## config.mk

```make
export PLATFORM = sky130hd
export DESIGN_NAME = sdram_arbiter_flat
export DESIGN_NICKNAME = d
export VERILOG_FILES = /design/src/rtl/sdram_arb_pkg.sv /design/src/rtl/sdram_arbiter_if.sv /design/src/rtl/sdram_refresh_timer.sv /design/src/rtl/sdram_arbiter.sv /design/src/flat_wrapper.sv
export SDC_FILE = /design/constraint.sdc
export NUM_CORES = 1
export LEC_CHECK = 0
export BUFFER_PORTS_ARGS = -buffer_cell sky130_fd_sc_hd__clkbuf_2
export CAP_MARGIN = 40
export CORE_MARGIN = 2
export CORE_UTILIZATION = 45
export DETAILED_ROUTE_END_ITERATION = 7
export PLACE_DENSITY = 0.73
export SETUP_SLACK_MARGIN = 0.2
export SLEW_MARGIN = 15
export SYNTH_ARGS = -nofsm -noshare
export SYNTH_HDL_FRONTEND = slang
export SYNTH_SLANG_ARGS = --single-unit
```

## constraint.sdc

```tcl
create_clock -name clk -period 3.41 [get_ports clk]
set_clock_uncertainty 0.2 [all_clocks]
set_input_delay 0.682 -clock clk [delete_from_list [all_inputs] [get_ports clk]]
set_output_delay 0.682 -clock clk [all_outputs]
set_load 0.01 [all_outputs]
```

## src/rtl/sdram_arb_pkg.sv

```systemverilog
// Shared types and defaults for the two-port SDRAM slot arbiter.
//   state_t    : sequencer states
//   port_req_t : one client's access request (we/addr/din)
package sdram_arb_pkg;
  localparam int NUM_PORTS            = 2;
  localparam int ADDR_W               = 25;
  localparam int DATA_W               = 8;
  localparam int SLOT_LEN_DEF         = 12;
  localparam int CE_HIGH_DEF          = 4;
  localparam int DATA_CYCLE_DEF       = 9;
  localparam int REFRESH_INTERVAL_DEF = 480;
  localparam int INIT_WAIT_DEF        = 320;

  typedef enum logic [1:0] {INIT, IDLE, ACCESS, REFRESH} state_t;

  typedef struct packed {
    logic              we;
    logic [ADDR_W-1:0] addr;
    logic [DATA_W-1:0] din;
  } port_req_t;
endpackage

```

## src/rtl/sdram_arbiter_if.sv

```systemverilog
// Client-side bundle for the arbiter: port 0 (video/DMA) and port 1 (CPU).
//   master : client view (drives req/we/addr/din, receives ack/dout)
//   slave  : arbiter view
interface sdram_arbiter_if;
  import sdram_arb_pkg::*;
  logic              p0_req, p0_we, p0_ack;
  logic [ADDR_W-1:0] p0_addr;
  logic [DATA_W-1:0] p0_din, p0_dout;
  logic              p1_req, p1_we, p1_ack;
  logic [ADDR_W-1:0] p1_addr;
  logic [DATA_W-1:0] p1_din, p1_dout;

  modport master (output p0_req, p0_we, p0_addr, p0_din, p1_req, p1_we, p1_addr, p1_din,
                  input  p0_ack, p0_dout, p1_ack, p1_dout);
  modport slave  (input  p0_req, p0_we, p0_addr, p0_din, p1_req, p1_we, p1_addr, p1_din,
                  output p0_ack, p0_dout, p1_ack, p1_dout);
endinterface

```

## src/rtl/sdram_refresh_timer.sv

```systemverilog
// Free-running refresh interval timer with a sticky pending flag.
//   clk, reset_n : clock, async active-low reset
//   en           : count enable (low while SDRAM init is in progress)
//   clr          : refresh slot has started, drop the pending flag
//   pending      : a refresh slot is owed
module sdram_refresh_timer #(
  parameter int INTERVAL = 480
) (
  input  logic clk,
  input  logic reset_n,
  input  logic en,
  input  logic clr,
  output logic pending
);
  localparam int CW = $clog2(INTERVAL);
  logic [CW-1:0] cnt;
  logic          wrap;

  assign wrap = en && (cnt == CW'(INTERVAL - 1));

  always_ff @(posedge clk or negedge reset_n) begin
    if (!reset_n) begin
      cnt     <= '0;
      pending <= 1'b0;
    end else begin
      if (wrap)    cnt <= '0;
      else if (en) cnt <= cnt + 1'b1;
      // A fresh expiry wins over a clear so it is never lost; repeated
      // expiries collapse into one owed refresh.
      if (wrap)     pending <= 1'b1;
      else if (clr) pending <= 1'b0;
    end
  end
endmodule

```

## src/rtl/sdram_arbiter.sv

```systemverilog
// Two-port arbiter / slot sequencer in front of the 8-bit SDRAM controller.
//   clk, reset_n   : clock shared with the controller, async active-low reset
//   cl             : client handshakes (level req, one-cycle ack, per-port dout)
//   sd_init        : controller init, high for 4 clocks after reset release
//   sd_ce/sd_we/sd_addr/sd_din/sd_refresh : controller slot signals
//   sd_dout        : controller read data
//   busy           : high during init and while a slot is running
module sdram_arbiter
  import sdram_arb_pkg::*;
#(
  parameter int SLOT_LEN         = SLOT_LEN_DEF,
  parameter int CE_HIGH          = CE_HIGH_DEF,
  parameter int DATA_CYCLE       = DATA_CYCLE_DEF,
  parameter int REFRESH_INTERVAL = REFRESH_INTERVAL_DEF,
  parameter int INIT_WAIT        = INIT_WAIT_DEF
) (
  input  logic              clk,
  input  logic              reset_n,
  sdram_arbiter_if.slave    cl,
  output logic              sd_init,
  output logic              sd_ce,
  output logic              sd_we,
  output logic [ADDR_W-1:0] sd_addr,
  output logic [DATA_W-1:0] sd_din,
  output logic              sd_refresh,
  input  logic [DATA_W-1:0] sd_dout,
  output logic              busy
);
  localparam int SW = $clog2(SLOT_LEN);
  localparam int IW = $clog2(INIT_WAIT + 4);

  state_t                              state;
  logic [SW-1:0]                       slot_cnt;
  logic [IW-1:0]                       init_cnt;
  logic                                rr_last, gnt, win, ref_pending;
  logic [NUM_PORTS-1:0]                req, ack;
  logic [NUM_PORTS-1:0][DATA_W-1:0]    dout;
  port_req_t [NUM_PORTS-1:0]           preq;

  assign req     = {cl.p1_req, cl.p0_req};
  assign preq[0] = {cl.p0_we, cl.p0_addr, cl.p0_din};
  assign preq[1] = {cl.p1_we, cl.p1_addr, cl.p1_din};
  assign cl.p0_ack  = ack[0];
  assign cl.p1_ack  = ack[1];
  assign cl.p0_dout = dout[0];
  assign cl.p1_dout = dout[1];

  // Tie goes to the port that did not win last time.
  always_comb begin
    win = 1'b0;
    if (&req)        win = ~rr_last;
    else if (req[1]) win = 1'b1;
  end

  sdram_refresh_timer #(.INTERVAL(REFRESH_INTERVAL)) u_rtmr (
    .clk     (clk),
    .reset_n (reset_n),
    .en      (state != INIT),
    .clr     ((state == REFRESH) && (slot_cnt == '0)),
    .pending (ref_pending)
  );

  // slot_cnt == c during slot cycle c; every output is set one edge ahead
  // so that it is valid in the cycle it belongs to.
  always_ff @(posedge clk or negedge reset_n) begin
    if (!reset_n) begin
      state      <= INIT;
      slot_cnt   <= '0;
      init_cnt   <= '0;
      rr_last    <= 1'b1;
      gnt        <= 1'b0;
      sd_init    <= 1'b1;
      busy       <= 1'b1;
      sd_ce      <= 1'b0;
      sd_we      <= 1'b0;
      sd_addr    <= '0;
      sd_din     <= '0;
      sd_refresh <= 1'b0;
      ack        <= '0;
      dout       <= '0;
    end else begin
      ack <= '0;
      case (state)
        INIT: begin
          init_cnt <= init_cnt + 1'b1;
          sd_init  <= (init_cnt < IW'(3));
          if (init_cnt == IW'(INIT_WAIT + 3)) begin
            state <= IDLE;
            busy  <= 1'b0;
          end
        end
        IDLE: begin
          slot_cnt <= '0;
          if (ref_pending) begin
            state      <= REFRESH;
            sd_refresh <= 1'b1;
            busy       <= 1'b1;
          end else if (|req) begin
            state   <= ACCESS;
            gnt     <= win;
            sd_we   <= preq[win].we;
            sd_addr <= preq[win].addr;
            sd_din  <= preq[win].din;
            sd_ce   <= 1'b1;
            busy    <= 1'b1;
          end
        end
        ACCESS: begin
          slot_cnt <= slot_cnt + 1'b1;
          sd_ce    <= (slot_cnt < SW'(CE_HIGH - 1));
          if (slot_cnt == SW'(DATA_CYCLE) && !sd_we) dout[gnt] <= sd_dout;
          if (slot_cnt == SW'(SLOT_LEN - 2)) begin
            ack[gnt] <= 1'b1;
            rr_last  <= gnt;
          end
          if (slot_cnt == SW'(SLOT_LEN - 1)) begin
            state <= IDLE;
            busy  <= 1'b0;
          end
        end
        REFRESH: begin
          slot_cnt   <= slot_cnt + 1'b1;
          sd_refresh <= (slot_cnt < SW'(CE_HIGH - 1));
          if (slot_cnt == SW'(SLOT_LEN - 1)) begin
            state <= IDLE;
            busy  <= 1'b0;
          end
        end
        default: state <= INIT;
      endcase
    end
  end
endmodule

```

## src/flat_wrapper.sv

```systemverilog
// flat-port wrapper written by rule: the top's interface ports become plain ports
module sdram_arbiter_flat import sdram_arb_pkg::*;
#(
  parameter int SLOT_LEN         = SLOT_LEN_DEF,
  parameter int CE_HIGH          = CE_HIGH_DEF,
  parameter int DATA_CYCLE       = DATA_CYCLE_DEF,
  parameter int REFRESH_INTERVAL = REFRESH_INTERVAL_DEF,
  parameter int INIT_WAIT        = INIT_WAIT_DEF
)
  (clk, reset_n, sd_init, sd_ce, sd_we, sd_addr, sd_din, sd_refresh, sd_dout, busy, cl_p0_req, cl_p0_we, cl_p0_addr, cl_p0_din, cl_p1_req, cl_p1_we, cl_p1_addr, cl_p1_din, cl_p0_ack, cl_p0_dout, cl_p1_ack, cl_p1_dout);
  sdram_arbiter_if cl_i ();
  input  logic clk;
  input  logic reset_n;
  output logic sd_init;
  output logic sd_ce;
  output logic sd_we;
  output logic [ADDR_W-1:0] sd_addr;
  output logic [DATA_W-1:0] sd_din;
  output logic sd_refresh;
  input  logic [DATA_W-1:0] sd_dout;
  output logic busy;
  input wire logic [$bits(cl_i.p0_req)-1:0] cl_p0_req;
  input wire logic [$bits(cl_i.p0_we)-1:0] cl_p0_we;
  input wire logic [$bits(cl_i.p0_addr)-1:0] cl_p0_addr;
  input wire logic [$bits(cl_i.p0_din)-1:0] cl_p0_din;
  input wire logic [$bits(cl_i.p1_req)-1:0] cl_p1_req;
  input wire logic [$bits(cl_i.p1_we)-1:0] cl_p1_we;
  input wire logic [$bits(cl_i.p1_addr)-1:0] cl_p1_addr;
  input wire logic [$bits(cl_i.p1_din)-1:0] cl_p1_din;
  output wire logic [$bits(cl_i.p0_ack)-1:0] cl_p0_ack;
  output wire logic [$bits(cl_i.p0_dout)-1:0] cl_p0_dout;
  output wire logic [$bits(cl_i.p1_ack)-1:0] cl_p1_ack;
  output wire logic [$bits(cl_i.p1_dout)-1:0] cl_p1_dout;
  assign cl_i.p0_req = cl_p0_req;
  assign cl_i.p0_we = cl_p0_we;
  assign cl_i.p0_addr = cl_p0_addr;
  assign cl_i.p0_din = cl_p0_din;
  assign cl_i.p1_req = cl_p1_req;
  assign cl_i.p1_we = cl_p1_we;
  assign cl_i.p1_addr = cl_p1_addr;
  assign cl_i.p1_din = cl_p1_din;
  assign cl_p0_ack = cl_i.p0_ack;
  assign cl_p0_dout = cl_i.p0_dout;
  assign cl_p1_ack = cl_i.p1_ack;
  assign cl_p1_dout = cl_i.p1_dout;
  sdram_arbiter #(.SLOT_LEN(SLOT_LEN), .CE_HIGH(CE_HIGH), .DATA_CYCLE(DATA_CYCLE), .REFRESH_INTERVAL(REFRESH_INTERVAL), .INIT_WAIT(INIT_WAIT)) u_core (.clk(clk), .reset_n(reset_n), .cl(cl_i), .sd_init(sd_init), .sd_ce(sd_ce), .sd_we(sd_we), .sd_addr(sd_addr), .sd_din(sd_din), .sd_refresh(sd_refresh), .sd_dout(sd_dout), .busy(busy));
endmodule
```

==> metrics.yaml, run 1 <==
p_leak_uw: 0.00235
hold_ws_ns: 0.0227
synth_seq_area_share: 0.540
worst_pin_slew_ns: 0.631
drv_slew: 0
coreArea_sq_um: 8260
grt_first_pass_wirelength_microns: 12600
hp-class: "input port to asynchronous set/reset pin"
internal_power_uw: 2680
firstDrtPassIters: 5
path_max_fanout: 20
critical_path_required_ns: 3.41
syn_inst: 293
io_pins: 136
grt_max_degree: 62
max_stage_delay_ns: 0.70
cap_viol_max_count: 0
insertion_delay_ns: 0.34
cts_max_level: 3
p_clk_frac: 0.209
clk_pin_slew_ns: 0.08
regArea_sq_um: 2080
layout-drive-gt1-share: 0.578
antenna_found_initial: 1
switching_share: 0.337
fin_tns_setup_ns: 0
grt_pass1_vias: 2616
drt_iter0_drc: 145
grtUsageTotal: 0.183
ctsResizeCount: 0
postCtsSetupBuffers: 0
post_drt_wl_per_cell_microns: 15.3
die_x_microns: 96.5
clockBufferDepth: 2
layout_min_cycle_time_ns: 2.23
fin_crit_sh: 0.655
die_h_microns: 96.5
syn2layout_area_growth_pct: 27.9
slew_headroom: 0.576
rows: 33
syn_nets: 379
cts_root_buf: "clkbuf_8"
status: "completed"
cts_hold_buf: 0
port_buffers: 135
p_switching_uw: 1360
post-dp-hpwl_microns: 6140
die_area_sq_um: 9310
drt-vias-per-instance: 5.22
rsz0062_at_grt: "false"
initial_core_util: 0.466
cp_slowest_cell: "dfrtp_1"
nets: 519
synthArstFlopShare: 1.00
power_density_nw_per_um2: 821
route.detailed.drc: 0
dr_total_vias: 2836
avgSynthCellArea_sq_um: 13.1
synth_warnings: 0
num_antenna_cells: 0
synth_seq_cells: 83
grt.overflow.total: 0
synth_edf_count: 0
start_kind: "register"
finalSetupViolCount: 0
cts_sinks: 83
final_antenna_net_count: 0
syn_area_sq_um: 3850
clock.fmax_ghz: 0.448
critPathArrivalTime_ns: 2.23
gp_congestion: 0.775
power_frac_seq: 0.434
synth_cell_type_count: 48
cts_buffers: 9
synth_flop_cell: "dfrtp_1"
routed_wl_microns: 8310
setup.worst_path.class: "register to register"
crit_chain: "o21ai_1 -> nor4_1 -> o21ai_0"
final-hold-violation-count: 0
power_frac_comb: 0.357
multi_input_area_sq_um: 1710
ir_drop_mv: 0.402
cts_tree: "done"
fillCellCount: 678
critPathCaptureType: "register"
## area by class of cell
class,instances,share of cell area
inverters,6,0.00457
well taps,105,0.0267
repair buffers,140,0.149
flip-flops and latches,83,0.423
multi-input cells,193,0.348
clock buffers,10,0.0259
clock inverters,6,0.0229
## layer usage
metal	vias to the layer above	global-route usage	share of wire
met2	101	0.288	0.47
met1	1367	0.233	0.43
met5	-	0	0.0016
li1	1349	-	-
met4	2	0.0751	0.020
met3	17	0.0597	0.081
## power by group through the flow
stage	clock network [uW]	logic, uW	registers [uW]
floorplan	0	806	1830
global placement	0	1410	1750
detailed placement	0	1470	1780
CTS	859	1470	1760
global route	914	1590	1820
finish	844	1440	1750
## cells by family after synthesis
kind of cell | share of synthesized area
multiplexers | 0.254
XOR/XNOR | 0.0250
adder cells (fa/ha/maj) | 0.0195
AND/OR/NAND/NOR | 0.0877
AO/OA/AOI/OAI | 0.0530
buffers and inverters | 0.0198
flip-flops | 0.540
## worst max-delay path, delay by kind of cell (launching register included)
| kind | cells | cell delay [ns] |
|---|---|---|
| AOI/OAI and AO/OA | 2 | 0.54 |
| DFF | 1 | 0.70 |
| and+or+nand+nor | 1 | 0.66 |
## per-stage QoR
stage               cell area, sq um  setup WS (ns)   util  power [uW]  instances
CTS                             4920           1.18  0.596        4090        543
floorplan                       3850           1.13      -        2640        293
detailed placement              4680           1.02  0.567        3240        527
finish                          4920           1.18  0.596        4040        543
global placement                4660           1.04  0.564        3160        526
global route                    4920          0.873  0.596        4330        543
## sequential cells by signal, indices dropped and copies added, names as in the netlist, 2 cells and up
name / cells
u_core.sd_addr: 25
u_core.init_cnt: 9
u_core.u_rtmr.cnt: 9
u_core.cl.p0_dout: 8
u_core.cl.p1_dout: 8
u_core.sd_din: 8
u_core.slot_cnt: 4
u_core.ack: 2
u_core.state: 2
## Yosys cell counts, types with 2 or more instances
library cell	count	area, sq um
nor3_1	2	10.0
nand3_1	8	40.0
a21o_1	2	15.0
o31ai_1	2	15.0
nand3b_1	2	15.0
xnor2_1	7	61.3
or3_1	5	31.3
nand2_1	11	41.3
or4_1	2	15.0
nand2b_1	3	18.8
dfrtp_1	80	2000
xor2_1	4	35.0
dfstp_2	3	78.8
buf_4	3	22.5
nand4_1	2	12.5
clkbuf_1	7	26.3
mux2_2	87	980
a21oi_1	3	15.0
ha_1	6	75.1
a22o_1	2	17.5
and3_1	2	12.5
o21ai_0	10	50.1
nor2_1	9	33.8
inv_1	6	22.5
nor2b_1	2	12.5
## cells in the final DEF (no fill, tap or decap), types with 7 or more instances in the layout
| cell type | n |
|---|---|
| clkbuf_2 | 134 |
| clkbuf_8 | 9 |
| dfrtp_1 | 80 |
| mux2_2 | 87 |
| nand2_1 | 11 |
| nand3_1 | 8 |
| nor2_1 | 9 |
| o21ai_0 | 10 |
| xnor2_1 | 7 |
## final timing paths
kind | startpoint | to | slack [ns] | cells after the start
worst max-delay path | u_core.state[1] | u_core.u_rtmr.cnt[1] | 1.18 | 3
worst min-delay path | reset_n | u_core.init_cnt[2] | 0.02 | 1
worst max register to register | u_core.state[1] | u_core.u_rtmr.cnt[1] | 1.18 | 3
worst min register to register | u_core.u_rtmr.cnt[4] | u_core.u_rtmr.cnt[4] | 0.28 | 1
max in group asynchronous | reset_n | u_core.rr_last | 2.33 | 2
min in group clk | u_core.u_rtmr.cnt[4] | u_core.u_rtmr.cnt[4] | 0.28 | 1
No activity file was read; power rests on OpenSTA's default activity.
==> run 2, diff against run 1 <==
Clock period 3.41 ns to 2.08 ns, I/O delays scaled along.
==> metrics.yaml, run 2 (synthesis gave the netlist of run 1 again) <==
cts_max_level: 3  # unchanged
ir_drop_mv: 0.734  # +83%
clk_pin_slew_ns: 0.08  # about the same
reg2reg_depth: 3  # unchanged
top_layer_used: "met4"
routed-wl-met3_microns: 617  # -8.7%
top_register: "u_core.sd_addr"
io_pins: 136  # unchanged
post_drt_wl_per_cell_microns: 14.4  # -6.1%
path_max_fanout: 2  # -90%
fin_tns_setup_ns: 0  # unchanged
die_x_microns: 96.5  # unchanged
holdPathStages: 2
route.detailed.drc: 0  # unchanged
hp-class: "input port to register"
met2_length_microns: 3940  # +1.2%
multi_input_area_sq_um: 1740  # +1.8%
layout_commonest_cell: "clkbuf_2"
m1WireLength_microns: 3350  # -6.0%
drt_iter0_drc: 77  # -47%
critPathArrivalTime_ns: 1.88  # -0.35 ns
grt_pass1_vias: 2767  # +5.8%
start_kind: "register"
reg_top3: "u_core.sd_addr (25), u_core.init_cnt (9), u_core.u_rtmr.cnt (9)"
coreArea_sq_um: 8260  # unchanged
fillCellCount: 658  # -2.9%
cts_root_buf: "clkbuf_8"
critical_path_required_ns: 2.15  # -1.26 ns
regArea_sq_um: 2080  # about the same
final-hold-violation-count: 0  # unchanged
hold_ws_ns: 0.115  # +0.0928 ns
die_area_sq_um: 9310  # unchanged
rsz0062_at_grt: "true"
firstDrtPassIters: 4  # -1
layout_common_cells: "clkbuf_2, mux2_2, dfrtp_1, buf_4, nand2_1"
grt.overflow.total: 0  # unchanged
cts_sinks: 83  # unchanged
placed_cells: 535  # +1.5%
insertion_delay_ns: 0.34  # about the same
p_leak_uw: 0.00244  # +3.9%
r2r_setup_slack_ns: 0.27  # -0.91 ns
post-dp-hpwl_microns: 6000  # -2.4%
nets: 536  # +3.3%
final_antenna_net_count: 0  # unchanged
startpoint: "u_core.init_cnt[7]"
layout_min_cycle_time_ns: 1.81  # -0.425 ns
grtUsageTotal: 0.174  # -0.00828
grt_max_degree: 36  # -42%
critPathCaptureType: "register"
initial_core_util: 0.466  # unchanged
gp_congestion: 0.818  # +5.6%
die_h_microns: 96.5  # unchanged
cap_viol_max_count: 0  # unchanged
port_buffers: 135  # unchanged
rows: 33  # unchanged
setup.worst_path.class: "register to register"
dr_total_vias: 2890  # +1.9%
cts_buffers: 9  # unchanged
grt_first_pass_wirelength_microns: 12400  # -1.5%
slew_headroom: 0.699  # +0.124
fin_crit_sh: 0.869  # +0.215
status: "completed"
worst_pin_slew_ns: 0.451  # -0.180 ns
power_density_nw_per_um2: 1310  # +60%
clock.fmax_ghz: 0.553  # +23%
drv_slew: 0  # unchanged
drt-vias-per-instance: 5.16  # -1.2%
largest_reg_flops: 25  # unchanged
crit_end: "u_core.busy"
routed_wl_microns: 8040  # -3.2%
syn2layout_area_growth_pct: 32.0
cts_tree: "done"
clockBufferDepth: 2  # unchanged
worstReg2RegEnd: "u_core.busy"
final_cells: 560  # +3.1%
num_antenna_cells: 0  # unchanged
r2r-start: "u_core.init_cnt[7]"
finalSetupViolCount: 0  # unchanged
antenna_found_initial: 0  # -1
layout-drive-gt1-share: 0.602  # +0.0246
[run 2: worst min-delay path by stage]
stage / startpoint / to / slack, ns
finish: sd_dout[6] / u_core.cl.p1_dout[6] / 0.12
global route: sd_dout[5] / u_core.cl.p0_dout[5] / 0.1
CTS: sd_dout[6] / u_core.cl.p1_dout[6] / 0.1
detailed placement: reset_n / u_core.init_cnt[6] / 0.20
global placement: reset_n / u_core.init_cnt[2] / 0.20
floorplan: reset_n / u_core.ack[0] / -0.08
[run 2: stage by stage]
step	setup WS, ns	area (sq um)	total power, uW	util
2_1_floorplan	0.208	3890	4360	-
3_3_place_gp	0.186	4770	5320	0.577
3_5_place_dp	0.168	4770	5420	0.577
4_1_cts	0.175	5010	6680	0.607
5_1_grt	0.190	5080	7150	0.616
6_report	0.272	5080	6680	0.616
[run 2: layer usage]
| metal | vias up | GRT usage |
|---|---|---|
| met1 | 1393 | 0.208 |
| met2 | 101 | 0.305 |
| li1 | 1378 | - |
| met3 | 18 | 0.0403 |
| met5 | - | 0 |
| met4 | 0 | 0.0681 |
[run 2: worst max-delay path: stages, from the launching register on]
cell	delay (ns)
dfrtp_1	0.39
or4_4	0.54
or3_4	0.34
a311o_1	0.27
[run 2: cell type report]
class / instances / area share
Clock buffer: 10 / 0.0251
Clock inverter: 6 / 0.0177
Inverter: 6 / 0.00443
Multi-Input combinational cell: 193 / 0.343
Sequential cell: 83 / 0.410
Tap cell: 105 / 0.0258
Timing Repair Buffer: 157 / 0.175
[run 2: repair_timing]
item,in CTS,in global routing
buffers inserted,2,6
hold buffers,1,0
pin swaps,1,2
endpoints found under the hold margin,30,0
resized for setup,0,6
setup endpoints to repair,9,10
[run 2: power breakdown]
group,switching (uW),internal [uW]
clock network,563,679
logic,1220,1410
registers,480,2330
total,2260,4420
==> run 3, diff against run 2 <==
Settings changed: ABC_AREA from default to 1, PLACE_DENSITY 0.73 to 0.72.
==> metrics.yaml, run 3 <==
status: "completed"
slew_headroom: 0.774  # +0.0745
yosysTopAreaCell: "dfrtp_1"
setup.worst_path.class: "register to register"
num_antenna_cells: 0  # unchanged
clk_pin_slew_ns: 0.08  # about the same
postCtsSetupBuffers: 0  # -2
ir_drop_mv: 0.474  # -35%
synth_flop_cell: "dfrtp_1"
synth_seq_area_share: 0.482  # -0.0586
cts_max_level: 3  # unchanged
cap_viol_max_count: 0  # unchanged
fillCellCount: 902  # +37%
synth_edf_count: 0  # unchanged
r2r_setup_slack_ns: 0.27  # about the same
power_frac_comb: 0.407  # +0.014
cts_root_buf: "clkbuf_8"
layout-drive-gt1-share: 0.296  # -0.306
gp_congestion: 0.912  # +11%
largest_reg_flops: 25  # unchanged
grt_max_degree: 63  # +75%
top_register: "u_core.sd_addr"
antenna_found_initial: 0  # unchanged
die_h_microns: 102  # +5.7%
p_switching_uw: 2750  # +22%
synth_seq_cells: 83  # unchanged
routed_wl_microns: 9590  # +19%
holdPathStages: 3  # +1
layout_min_cycle_time_ns: 1.81  # +0.00138 ns
nets: 770  # +44%
worstReg2RegEnd: "u_core.sd_addr[12]"
hp-class: "input port to register"
final-hold-violation-count: 0  # unchanged
layout_common_cells: "nand2_1, clkbuf_2, dfrtp_1, inv_1, nand3_1"
startpoint: "u_core.state[1]"
layout_commonest_cell: "nand2_1"
rows: 35  # +6.1%
power_density_nw_per_um2: 1300  # -1.1%
clock.fmax_ghz: 0.553  # about the same
synth_warnings: 0  # unchanged
final_antenna_net_count: 0  # unchanged
synthTopCellsByCount: "nand2_1, dfrtp_1, inv_1"
die_area_sq_um: 10400  # +12%
route.detailed.drc: 0  # unchanged
post_drt_wl_per_cell_microns: 11.7  # -18%
port_buffers: 135  # unchanged
clockBufferDepth: 2  # unchanged
critical_path_required_ns: 2.11  # -0.04 ns
grt_pass1_vias: 3637  # +31%
yosysMostFrequentCell: "nand2_1"
internal_power_uw: 4220  # -4.5%
rsz0062_at_grt: "false"
drt-vias-per-instance: 4.71  # -8.8%
synth_cell_type_count: 26  # -46%
worst_pin_slew_ns: 0.339  # -0.112 ns
crit_end: "u_core.sd_addr[12]"
synth_top_area_frac: 0.464  # -0.0564
path_max_fanout: 62  # +60
post-dp-hpwl_microns: 7540  # +26%
r2r-start: "u_core.state[1]"
p_leak_uw: 0.00304  # +24%
fin_crit_sh: 0.870  # about the same
power_frac_seq: 0.407  # -0.014
drv_slew: 0  # unchanged
cts_tree: "done"
synth_area_leaders: "dfrtp_1, nand2_1, nand3_1"
die_x_microns: 102  # +5.7%
grtUsageTotal: 0.187  # +0.0128
switching_share: 0.394  # +0.0559
syn_area_sq_um: 4320  # +12%
critPathArrivalTime_ns: 1.84  # -0.04 ns
cts_sinks: 83  # unchanged
reg_top3: "u_core.sd_addr (25), u_core.init_cnt (9), u_core.u_rtmr.cnt (9)"
io_pins: 136  # unchanged
critPathCaptureType: "register"
syn_inst: 548  # +87%
firstDrtPassIters: 5  # +1
syn2layout_area_growth_pct: 24.1
finalSetupViolCount: 0  # unchanged
synthArstFlopShare: 1.00  # unchanged
grt_first_pass_wirelength_microns: 15500  # +24%
fin_tns_setup_ns: 0  # unchanged
coreArea_sq_um: 9280  # +12%
avgSynthCellArea_sq_um: 7.88  # -40%
dr_total_vias: 3852  # +33%
reg2reg_depth: 6  # +3
drt_iter0_drc: 104  # +35%
insertion_delay_ns: 0.35  # about the same
p_clk_frac: 0.186  # about the same
p_total_uw: 6970  # +4.3%
start_kind: "register"
cts_buffers: 9  # unchanged
initial_core_util: 0.465  # -0.00112
grt.overflow.total: 0  # unchanged
syn_nets: 634  # +67%
==> run 3: repair_timing <==
action,4_1_cts,5_1_grt
hold buffers,1,0
endpoints found under the setup margin,0,18
hold endpoints to repair,19,0
gates resized for setup,0,1
==> run 3: logic make-up after synthesis <==
group,count (synthesis),synth area share
buffers and inverters,89,0.0950
adders and majority gates,6,0.0174
DFF,83,0.482
AOI/OAI and AO/OA,48,0.0864
and+or+nand+nor,315,0.305
xor gates and xnor gates,7,0.0142
==> run 3: area by class of cell <==
cell class	instances	area (sq um)	share of cell area
clock inverters	4	73.8	0.0138
repair buffers	148	811	0.151
well taps	129	161	0.0301
clock buffers	12	155	0.0289
flip-flops and latches	83	2080	0.388
inverters	66	248	0.0462
multi-input cells	376	1830	0.341
==> run 3: stage by stage <==
stage                     instance area, sq um  setup WS (ns)  utilization  hold slack, ns  instances
after detailed placement                  5120          0.275        0.551           0.132        801
after floorplan                           4320          0.516            -         -0.0796        548
after global placement                    5090          0.159        0.549           0.134        800
final                                     5360          0.271        0.577           0.120        818
after CTS                                 5360          0.257        0.577           0.102        818
after global routing                      5360          0.204        0.577           0.123        818
==> run 3: how the worst min path moves through the flow <==
stage / slack [ns] / start / endpoint
2_1_floorplan: -0.08 / reset_n / u_core.ack[0]
3_3_place_gp: 0.13 / reset_n / u_core.u_rtmr.cnt[7]
3_5_place_dp: 0.13 / reset_n / u_core.u_rtmr.cnt[4]
4_1_cts: 0.10 / sd_dout[1] / u_core.cl.p1_dout[1]
5_1_grt: 0.12 / sd_dout[7] / u_core.cl.p0_dout[7]
6_report: 0.12 / sd_dout[1] / u_core.cl.p1_dout[1]
==> run 3: routing by layer <==
layer / wire length [microns] / GRT usage / vias up
met5: 0 / 0 / -
met4: 193 / 0.0810 / 0
met3: 676 / 0.0506 / 16
met2: 4640 / 0.321 / 138
met1: 4080 / 0.222 / 1710
li1: - / - / 1988
==> run 3: power groups by stage <==
stage / Combinational, uW / Clock, uW / Sequential [uW]
CTS: 2880 / 1330 / 2830
finish: 2840 / 1300 / 2830
global placement: 2740 / 0 / 2840
detailed placement: 2870 / 0 / 2860
floorplan: 1740 / 0 / 2970
global route: 3230 / 1380 / 2920
==> run 3: critical path: stages (launching register included) <==
cell	delay, ns
dfrtp_2	0.45
nor2_4	0.17
nand2_1	0.10
or2_4	0.33
buf_16	0.23
nand2_1	0.12
o21ai_2	0.05
